**src/rtl/otter_mem_pkg.sv**
```systemverilog
// rtl/otter_mem_pkg.sv - shared types for the OTTER memory arbiter
package otter_mem_pkg;

  typedef enum logic [1:0] {
    IDLE    = 2'd0,
    RESP_IF = 2'd1,
    RESP_D  = 2'd2
  } arb_state_t;

  typedef enum logic {
    PORT_IF = 1'b0,
    PORT_D  = 1'b1
  } port_t;

  localparam logic [7:0] IO_TAG_DEFAULT = 8'h11;

endpackage

```
**src/rtl/otter_mem_arbiter.sv**
```systemverilog
// rtl/otter_mem_arbiter.sv - fetch/load-store arbiter for one single-ported memory plus IOBUS
module otter_mem_arbiter #(
  parameter int         ADDR_W = 32,
  parameter int         DATA_W = 32,
  parameter logic [7:0] IO_TAG = otter_mem_pkg::IO_TAG_DEFAULT
) (
  input  logic                CLK,
  input  logic                RESET,
  input  logic                if_req,
  input  logic [ADDR_W-1:0]   if_addr,
  output logic [DATA_W-1:0]   if_rdata,
  output logic                if_valid,
  input  logic                d_req,
  input  logic                d_we,
  input  logic [ADDR_W-1:0]   d_addr,
  input  logic [DATA_W-1:0]   d_wdata,
  input  logic [DATA_W/8-1:0] d_be,
  output logic [DATA_W-1:0]   d_rdata,
  output logic                d_valid,
  output logic                mem_en,
  output logic                mem_we,
  output logic [ADDR_W-1:0]   mem_addr,
  output logic [DATA_W-1:0]   mem_wdata,
  output logic [DATA_W/8-1:0] mem_be,
  input  logic [DATA_W-1:0]   mem_rdata,
  output logic [31:0]         IOBUS_ADDR,
  output logic [31:0]         IOBUS_OUT,
  output logic                IOBUS_WR,
  input  logic [31:0]         IOBUS_IN
);
  import otter_mem_pkg::*;

  arb_state_t  state_q, state_d;
  port_t       last_grant_q, last_grant_d;
  logic [31:0] io_rdata_q, io_rdata_d;
  logic        d_io_q, d_io_d;
  logic        grant_if, grant_d, d_is_io;

  assign d_is_io = (d_addr[31:24] == IO_TAG);

  // Grants are gated by RESET so strobes drop the moment reset is asserted.
  always_comb begin
    grant_if = 1'b0;
    grant_d  = 1'b0;
    if (state_q == IDLE && !RESET) begin
      if (if_req && d_req) begin
        if (last_grant_q == PORT_IF) grant_d = 1'b1;
        else                         grant_if = 1'b1;
      end else if (if_req) begin
        grant_if = 1'b1;
      end else if (d_req) begin
        grant_d = 1'b1;
      end
    end
  end

  always_ff @(posedge CLK or posedge RESET) begin
    if (RESET) begin
      state_q      <= IDLE;
      last_grant_q <= PORT_IF;
      io_rdata_q   <= '0;
      d_io_q       <= 1'b0;
    end else begin
      state_q      <= state_d;
      last_grant_q <= last_grant_d;
      io_rdata_q   <= io_rdata_d;
      d_io_q       <= d_io_d;
    end
  end

  always_comb begin
    state_d      = state_q;
    last_grant_d = last_grant_q;
    io_rdata_d   = io_rdata_q;
    d_io_d       = d_io_q;
    case (state_q)
      IDLE: begin
        if (grant_if) begin
          state_d      = RESP_IF;
          last_grant_d = PORT_IF;
        end else if (grant_d) begin
          state_d      = RESP_D;
          last_grant_d = PORT_D;
          d_io_d       = d_is_io;
          // IOBUS_IN is combinational, so capture it while the address is still driven.
          if (d_is_io && !d_we) io_rdata_d = IOBUS_IN;
        end
      end
      RESP_IF: state_d = IDLE;
      RESP_D:  state_d = IDLE;
      default: state_d = IDLE;
    endcase
  end

  always_comb begin
    mem_en     = 1'b0;
    mem_we     = 1'b0;
    mem_addr   = '0;
    mem_wdata  = '0;
    mem_be     = '0;
    IOBUS_ADDR = '0;
    IOBUS_OUT  = '0;
    IOBUS_WR   = 1'b0;
    if (grant_if) begin
      mem_en   = 1'b1;
      mem_addr = if_addr;
    end else if (grant_d && !d_is_io) begin
      mem_en    = 1'b1;
      mem_we    = d_we;
      mem_addr  = d_addr;
      mem_wdata = d_wdata;
      mem_be    = d_be;
    end else if (grant_d) begin
      IOBUS_ADDR = d_addr[31:0];
      IOBUS_OUT  = d_wdata[31:0];
      IOBUS_WR   = d_we;
    end
  end

  assign if_valid = (state_q == RESP_IF);
  assign d_valid  = (state_q == RESP_D);
  assign if_rdata = if_valid ? mem_rdata : '0;
  assign d_rdata  = !d_valid ? '0 : (d_io_q ? DATA_W'(io_rdata_q) : mem_rdata);

endmodule

```
**config.mk**
```make
export PLATFORM = sky130hd
export DESIGN_NAME = otter_mem_arbiter
export DESIGN_NICKNAME = d
export VERILOG_FILES = /design/src/rtl/otter_mem_pkg.sv /design/src/rtl/otter_mem_arbiter.sv
export SDC_FILE = /design/constraint.sdc
export NUM_CORES = 1
export LEC_CHECK = 0
export ABC_AREA = 1
export BUFFER_PORTS_ARGS = -buffer_cell sky130_fd_sc_hd__buf_2
export CELL_PAD_IN_SITES_DETAIL_PLACEMENT = 1
export CELL_PAD_IN_SITES_GLOBAL_PLACEMENT = 1
export CORE_AREA = 2 2 144 146
export CTS_CLUSTER_SIZE = 12
export DETAILED_ROUTE_END_ITERATION = 7
export DIE_AREA = 0 0 146 148
export PLACE_DENSITY_LB_ADDON = 0.1
export SLEW_MARGIN = 20
export SYNTH_ARGS = -nofsm -noshare
export SYNTH_HDL_FRONTEND = slang
export SYNTH_SLANG_ARGS = --single-unit
```
**constraint.sdc**
```tcl
create_clock -name CLK -period 2.2 [get_ports CLK]
set_clock_uncertainty 0.2 [all_clocks]
set_input_delay 0.33 -clock CLK [delete_from_list [all_inputs] [get_ports CLK]]
set_output_delay 0.33 -clock CLK [all_outputs]
set_load 0.02 [all_outputs]
```
==> results of run 1 <==
## synthesized netlist by cell type
master,count
a21oi_1,33
nand3_2,2
o21ai_1,27
nor3_1,21
nor2_2,11
dfrtp_1,36
buf_2,19
nor2_1,63
nor2_8,1
nand2_1,127
nand3_4,1
conb_1,1
nand2_2,4
inv_2,5
clkbuf_1,9
nor3_2,37
nor2_4,1
buf_4,15
buf_6,12
nand4_1,33
nand2_4,1
inv_1,85
clkinv_1,1
o21ai_0,32
## repair_timing
item	4_1_cts	5_1_grt
pin swaps	1	2
setup buffers	3	2
resized for setup	122	124
gates cloned	2	6
setup endpoints to repair	117	130
## per-stage QoR
step	instances	area, um2	hold WS [ps]	setup TNS [ps]
final	1203	6922	-0.6237	-502.6
after global routing	1202	6919	50.00	-10310
after CTS	1193	6324	31.10	-421.2
after detailed placement	1180	5693	253.2	0
after global placement	1180	5693	252.0	0
after floorplan	582	3674	2.071	0
## power by group
part | switching, uW | leakage (uW) | internal (uW)
Sequential | 9.58 | 0.000498 | 677
Clock | 260 | 0.0000712 | 452
Combinational | 749 | 0.00348 | 500
## layout make-up
| cell class | count | area (um2) | share of cell area |
|---|---|---|---|
| antenna | 2 | 5.005 | 0.0007231 |
| clock buffer | 8 | 146.4 | 0.02115 |
| inverter | 91 | 351.6 | 0.05080 |
| multi-input combinational | 400 | 2370 | 0.3424 |
| sequential | 36 | 900.9 | 0.1302 |
| tap | 270 | 337.8 | 0.04881 |
| timing repair buffer | 396 | 2810 | 0.4060 |
## metal layers
layer | share of wire | GRT usage
met2 | 0.53 | 0.3349
met4 | 0.021 | 0.04709
met3 | 0.063 | 0.04105
met1 | 0.38 | 0.2051
met5 | 0 | 0
## state kept, by name, indices dropped and copies added, names as in the netlist
register      cells
d_io_q            1
io_rdata_q       32
last_grant_q      1
state_q           2
## critical path: cells and delay by family, from the launching register on
kind,cells,cell delay (ps)
DFF,1,390
AOI/OAI and AO/OA,1,140
buffers and inverters,3,440
and+or+nand+nor,3,440
## cells by family (layout without fill, tap and decap cells)
| family | Yosys count | in the layout |
|---|---|---|
| other cells | 1 | 8 |
| compound gates | 92 | 92 |
| simple gates | 302 | 302 |
| flops | 36 | 36 |
| buf+inv | 146 | 495 |
## final timing paths
| check | startpoint | endpoint |
|---|---|---|
| max reg2reg | state_q[0]$_DFFE_PP0P_ | io_rdata_q[16]$_DFFE_PP0P_ |
| min | RESET | io_rdata_q[4]$_DFFE_PP0P_ |
| max in group asynchronous | RESET | io_rdata_q[17]$_DFFE_PP0P_ |
| min reg2reg | io_rdata_q[0]$_DFFE_PP0P_ | io_rdata_q[0]$_DFFE_PP0P_ |
| min in group CLK | IOBUS_IN[6] | io_rdata_q[6]$_DFFE_PP0P_ |
| max | state_q[0]$_DFFE_PP0P_ | mem_addr[0] |
==> flow_metrics.tcl, run 1 <==
set metrics [dict create \
    critical_path.slowest_cell "dfrtp_1" \
    final.period_utilization 1.018 \
    die_x_um 146 \
    synth.area.top_cells "dfrtp_1 25%, nand2_1 13%, nor3_2 10%, inv_1 8.7%, nor2_1 6.5%" \
    min_period_ps 2240 \
    postRouteWirelength_um 21010 \
    tightest_slew_ps 513.0 \
    setup_violations 30 \
    worstSkewPairLatency_ps 280 \
    cts_tree "done" \
    dr.pass1.iters 4 \
    layout_commonest_cell "buf_2" \
    yosysTopAreaCellShare 0.2467 \
    hold_slack_ps -0.6237 \
    layout_setup_ws_ps -39.50 \
    dp_hpwl_um 15760 \
    num_vias 5100 \
    initial_core_util 0.1823 \
    maxSlewViolCount 0 \
    gp_congestion 0.8083 \
    ctsHoldBuffers 0 \
    overflow 0 \
    core_area_um2 20040 \
    postSynthCellCount 577 \
    mostFrequentLayoutCells "257 x buf_2, 123 x nand2_1, 84 x inv_1" \
    fin_nets 1099 \
    syn2layout_area_growth_pct 89.52 \
    cts-buffers-inserted 5 \
    detail-route-antenna-nets 0 \
    fin_util 0.3454 \
    clockBufferDepth 2 \
    grt_use_total 0.1791 \
    syn_area_um2 3652 \
    hold_class "in -> async" \
    postSynthAreaPerCell_um2 6.330 \
    yosysTopAreaCell "dfrtp_1" \
    grt_first_pass_wirelength_um 30660 \
    wl_per_cell_um 17.46 \
    ys_seq_area_frac 0.2467 \
    synthAdderAreaFrac 0 \
    vias_per_cell 4.239 \
    drive_gt1_frac 0.5564 \
    hold_viol_final 1 \
    synth_xor_area_frac 0 \
    power_density_nw_per_um2 382.5 \
    required_ps 1670 \
    cts_root_buf "clkbuf_16" \
    grt_max_degree 65 \
    cts.sinks 36 \
    slew_headroom 0.6580 \
    io_pins 370 \
    ir_drop_mv 0.2167 \
    status "finished, violations left" \
    drc 0 \
    synth_top_family_by_area "simple AND/OR/NAND/NOR gates" \
    r2r_slack_ps 320 \
    grt_pass1_vias 5351 \
    start_kind "register" \
    synth_compound_area_frac 0.1261 \
    grt_setup_unrepaired "true" \
    die-area_um2 21610 \
    violations "negative hold slack, negative setup slack" \
    arrival_ps 1710 \
    dp_slack_ps 51.24 \
    end_kind "output port" \
    ys_types 24 \
    muxShareOfSynthArea 0 \
    antenna_found_initial 2 \
    portBuffers 363 \
    rows 52 \
    power_leakage_uw 0.004049 \
    ys_ff_latch 36 \
    rr_worst_depth 9 \
    fill_cells 2617 \
    fmax_ghz 0.4465 \
    crit_chain "inv_2 > nand3_4 > nor2_8 > nand2_8 > clkbuf_16 > o21ai_2 > buf_6" \
    cp_max_fo 10 \
    p_total_uw 2647 \
    yosys_warnings 0 \
    synthSimpleGateAreaFrac 0.4296 \
    clk_pin_slew_ps 50 \
    cap_violations 0 \
    cp_slowest_stage_delay_ps 390 \
    timing_worst_setup_path_type "reg -> out" \
    die_h_um 148 \
    drt_iter0_drc 134 \
    htreeDepth 2 \
]
Power figures use the tool's default switching activity.
==> inputs of run 2 (changes only) <==
--- a/config.mk
+++ b/config.mk
@@ -7,3 +7,2 @@
 export LEC_CHECK = 0
-export ABC_AREA = 1
 export BUFFER_PORTS_ARGS = -buffer_cell sky130_fd_sc_hd__buf_2
@@ -11,6 +10,6 @@
 export CELL_PAD_IN_SITES_GLOBAL_PLACEMENT = 1
-export CORE_AREA = 2 2 144 146
+export CORE_AREA = 2 2 143 145
 export CTS_CLUSTER_SIZE = 12
 export DETAILED_ROUTE_END_ITERATION = 7
-export DIE_AREA = 0 0 146 148
+export DIE_AREA = 0 0 145 147
 export PLACE_DENSITY_LB_ADDON = 0.1
==> constraint.sdc (replaced) <==
create_clock -name CLK -period 2.4 [get_ports CLK]
set_clock_uncertainty 0.2 [all_clocks]
set_input_delay 0.12 -clock CLK [delete_from_list [all_inputs] [get_ports CLK]]
set_output_delay 0.12 -clock CLK [all_outputs]
set_load 0.02 [all_outputs]
==> run 2 against run 1 <==
The run ends with negative setup slack left. Critical path depth is the same. Cell count shrank 10%. Die area down 1.4%. Sequential cell count did not move. Global-route usage down 1.0 points. Via count is 11% lower. Power is 16% lower. Non-clock buffer count is 35 higher.
==> flow_metrics.tcl, run 2 <==
set metrics [dict create \
    status "finished, violations left" \
    violations "negative setup slack" \
    cts_tree "done" \
    gp_congestion 0.8059 \
    top_regs "io_rdata_q (32), state_q (2)" \
    setup_violations 67 \
    mostFrequentLayoutCells "305 x buf_2, 59 x buf_6, 54 x inv_1" \
    yosysTopAreaCell "dfrtp_1" \
    hold_viol_final 0 \
    postSynthCellCount 409 \
    hold_slack_ps 206.3 \
    hold_class "in -> reg" \
    stdcell_count 1080 \
    wl_per_cell_um 18.02 \
    slew_headroom 0.5854 \
    num_vias 4559 \
    fill_cells 2427 \
    clk_pin_slew_ps 60 \
    clockPowerShare 0.284 \
    dr.pass1.iters 4 \
    top_register "io_rdata_q" \
    cp_max_fo 8 \
    grt_max_degree 67 \
    drc 0 \
    switching_share 0.3672 \
    largest_register_ffs 32 \
    timing_worst_setup_path_type "reg -> out" \
    min_period_ps 2487 \
    grt_first_pass_wirelength_um 28460 \
    power_leakage_uw 0.003832 \
    power_frac_seq 0.286 \
    io_pins 370 \
    rows 52 \
    worstSkewPairLatency_ps 280 \
    fin_nets 978 \
    switchingPower_uw 817.5 \
    grt_pass1_vias 4992 \
    cp_slowest_stage_delay_ps 550 \
    synth_edf_count 0 \
    cts-buffers-inserted 5 \
    dp_hpwl_um 13780 \
    layout_setup_ws_ps -87.34 \
    dp_slack_ps 58.39 \
    clockBufferDepth 2 \
    ys_ff_latch 36 \
    diodes 0 \
    tightest_slew_ps 621.0 \
    power_density_nw_per_um2 319.1 \
    p_int_uw 1409 \
    crit_chain "or4b_4 > nor4b_4 > buf_4 > buf_12 > buf_16 > and2_4 > buf_6" \
    drt_iter0_drc 80 \
    synth_common_cells "89 x and2_1, 56 x inv_1, 37 x nor3b_1" \
    htreeDepth 2 \
    grt_use_total 0.1688 \
    yosysTopAreaCellShare 0.2650 \
    arrival_ps 2170 \
    synth.area.top_cells "dfrtp_1 26%, and2_1 16%, mux2_1 9.9%, mux2i_1 9.4%, nor3b_1 8.2%" \
    initial_core_util 0.1713 \
    postRouteWirelength_um 19460 \
    required_ps 2080 \
    cap_violations 0 \
    yosys_warnings 0 \
    die-area_um2 21320 \
    cts.sinks 36 \
    ys_seq_area_frac 0.2650 \
    cts_root_buf "clkbuf_16" \
    syn_area_um2 3400 \
    final.period_utilization 1.036 \
    grt_setup_unrepaired "true" \
    syn2layout_area_growth_pct 105.2 \
    postSynthAreaPerCell_um2 8.312 \
    antenna_found_initial 0 \
    ir_drop_mv 0.1973 \
    die_x_um 145 \
    maxSlewViolCount 0 \
    layout_commonest_cell "buf_2" \
    start_kind "register" \
    async_flop_share 1.000 \
    vias_per_cell 4.221 \
    overflow 0 \
    dp_cells 1017 \
    setup_tns_ps -3061 \
    ys_types 28 \
    detail-route-antenna-nets 0 \
    drive_gt1_frac 0.6037 \
    ys.flop_type "dfrtp_1" \
    synth_most_common_cell "and2_1" \
    die_h_um 147 \
    core_area_um2 19840 \
    end_kind "output port" \
    p_comb_frac 0.430 \
    fmax_ghz 0.4020 \
    portBuffers 363 \
    critical_path.slowest_cell "or4b_4" \
]
==> run 2: area by class of cell <==
cell class	instances	area [um2]	area share
clock inverters	3	18.77	0.002690
clock buffers	5	125.1	0.01793
well taps	270	337.8	0.04842
repair buffers	431	3019	0.4327
multi-input cells	279	2360	0.3382
inverters	56	214.0	0.03067
flip-flops and latches	36	902.1	0.1293
==> run 2: metrics by stage <==
step | util | power, uW | cell area [um2]
after global placement | 0.2784 | 1492 | 5524
final | 0.3516 | 2226 | 6977
after detailed placement | 0.2784 | 1504 | 5524
after floorplan | - | 1113 | 3418
after global routing | 0.3516 | 2355 | 6977
after CTS | 0.3364 | 2233 | 6675
==> run 2: routing by layer <==
metal | GRT usage | up-vias | wire length [um]
li1 | - | 2153 | -
met1 | 0.1721 | 2175 | 6954
met2 | 0.3298 | 210 | 10550
met3 | 0.04907 | 21 | 1459
met4 | 0.05347 | 0 | 497
met5 | 0 | - | 0
==> run 2: power by group through the flow <==
stage / logic (uW) / clock network, uW / registers [uW]
finish: 957 / 633 / 636
global route: 1030 / 680 / 639
CTS: 928 / 670 / 636
detailed placement: 857 / 0 / 647
global placement: 846 / 0 / 647
floorplan: 470 / 0 / 643
==> run 2: kinds of logic (layout without fill, tap and decap cells) <==
family                 Yosys count  count (layout)  synth area share
AO/OA/AOI/OAI                   37              37           0.09091
buffers and inverters           99             495            0.1244
flip-flops                      36              36            0.2650
multiplexers                    64              64            0.2002
other                            1               6          0.001103
AND/OR/NAND/NOR                172             172            0.3184
==> run 2: path summary, 6_finish.rpt <==
path,startpoint,slack [ps],end,cells past startpoint
worst max-delay path,state_q[0]$_DFFE_PP0P_,-90,IOBUS_ADDR[19],7
worst min-delay path,d_req,210,state_q[0]$_DFFE_PP0P_,4
worst max register to register,state_q[0]$_DFFE_PP0P_,-50,io_rdata_q[2]$_DFFE_PP0P_,7
worst min register to register,io_rdata_q[6]$_DFFE_PP0P_,310,io_rdata_q[6]$_DFFE_PP0P_,1
max in group asynchronous,RESET,1100,io_rdata_q[29]$_DFFE_PP0P_,4
min in group asynchronous,RESET,330,state_q[1]$_DFFE_PP0P_,3
==> run 2: what timing repair did <==
action | 4_1_cts | 5_1_grt
endpoints found under the setup margin | 58 | 93
gates resized for setup | 158 | 49
gates cloned | 5 | 5
pin swaps | 26 | 7
hold buffers | 35 | 0
buffers inserted | 8 | 3
hold endpoints to repair | 60 | 0
==> run 2: critical path, delay by kind of cell (launching register included) <==
kind | cells | cell delay (ps)
buf+inv | 4 | 550
simple gates | 3 | 940
flops | 1 | 390
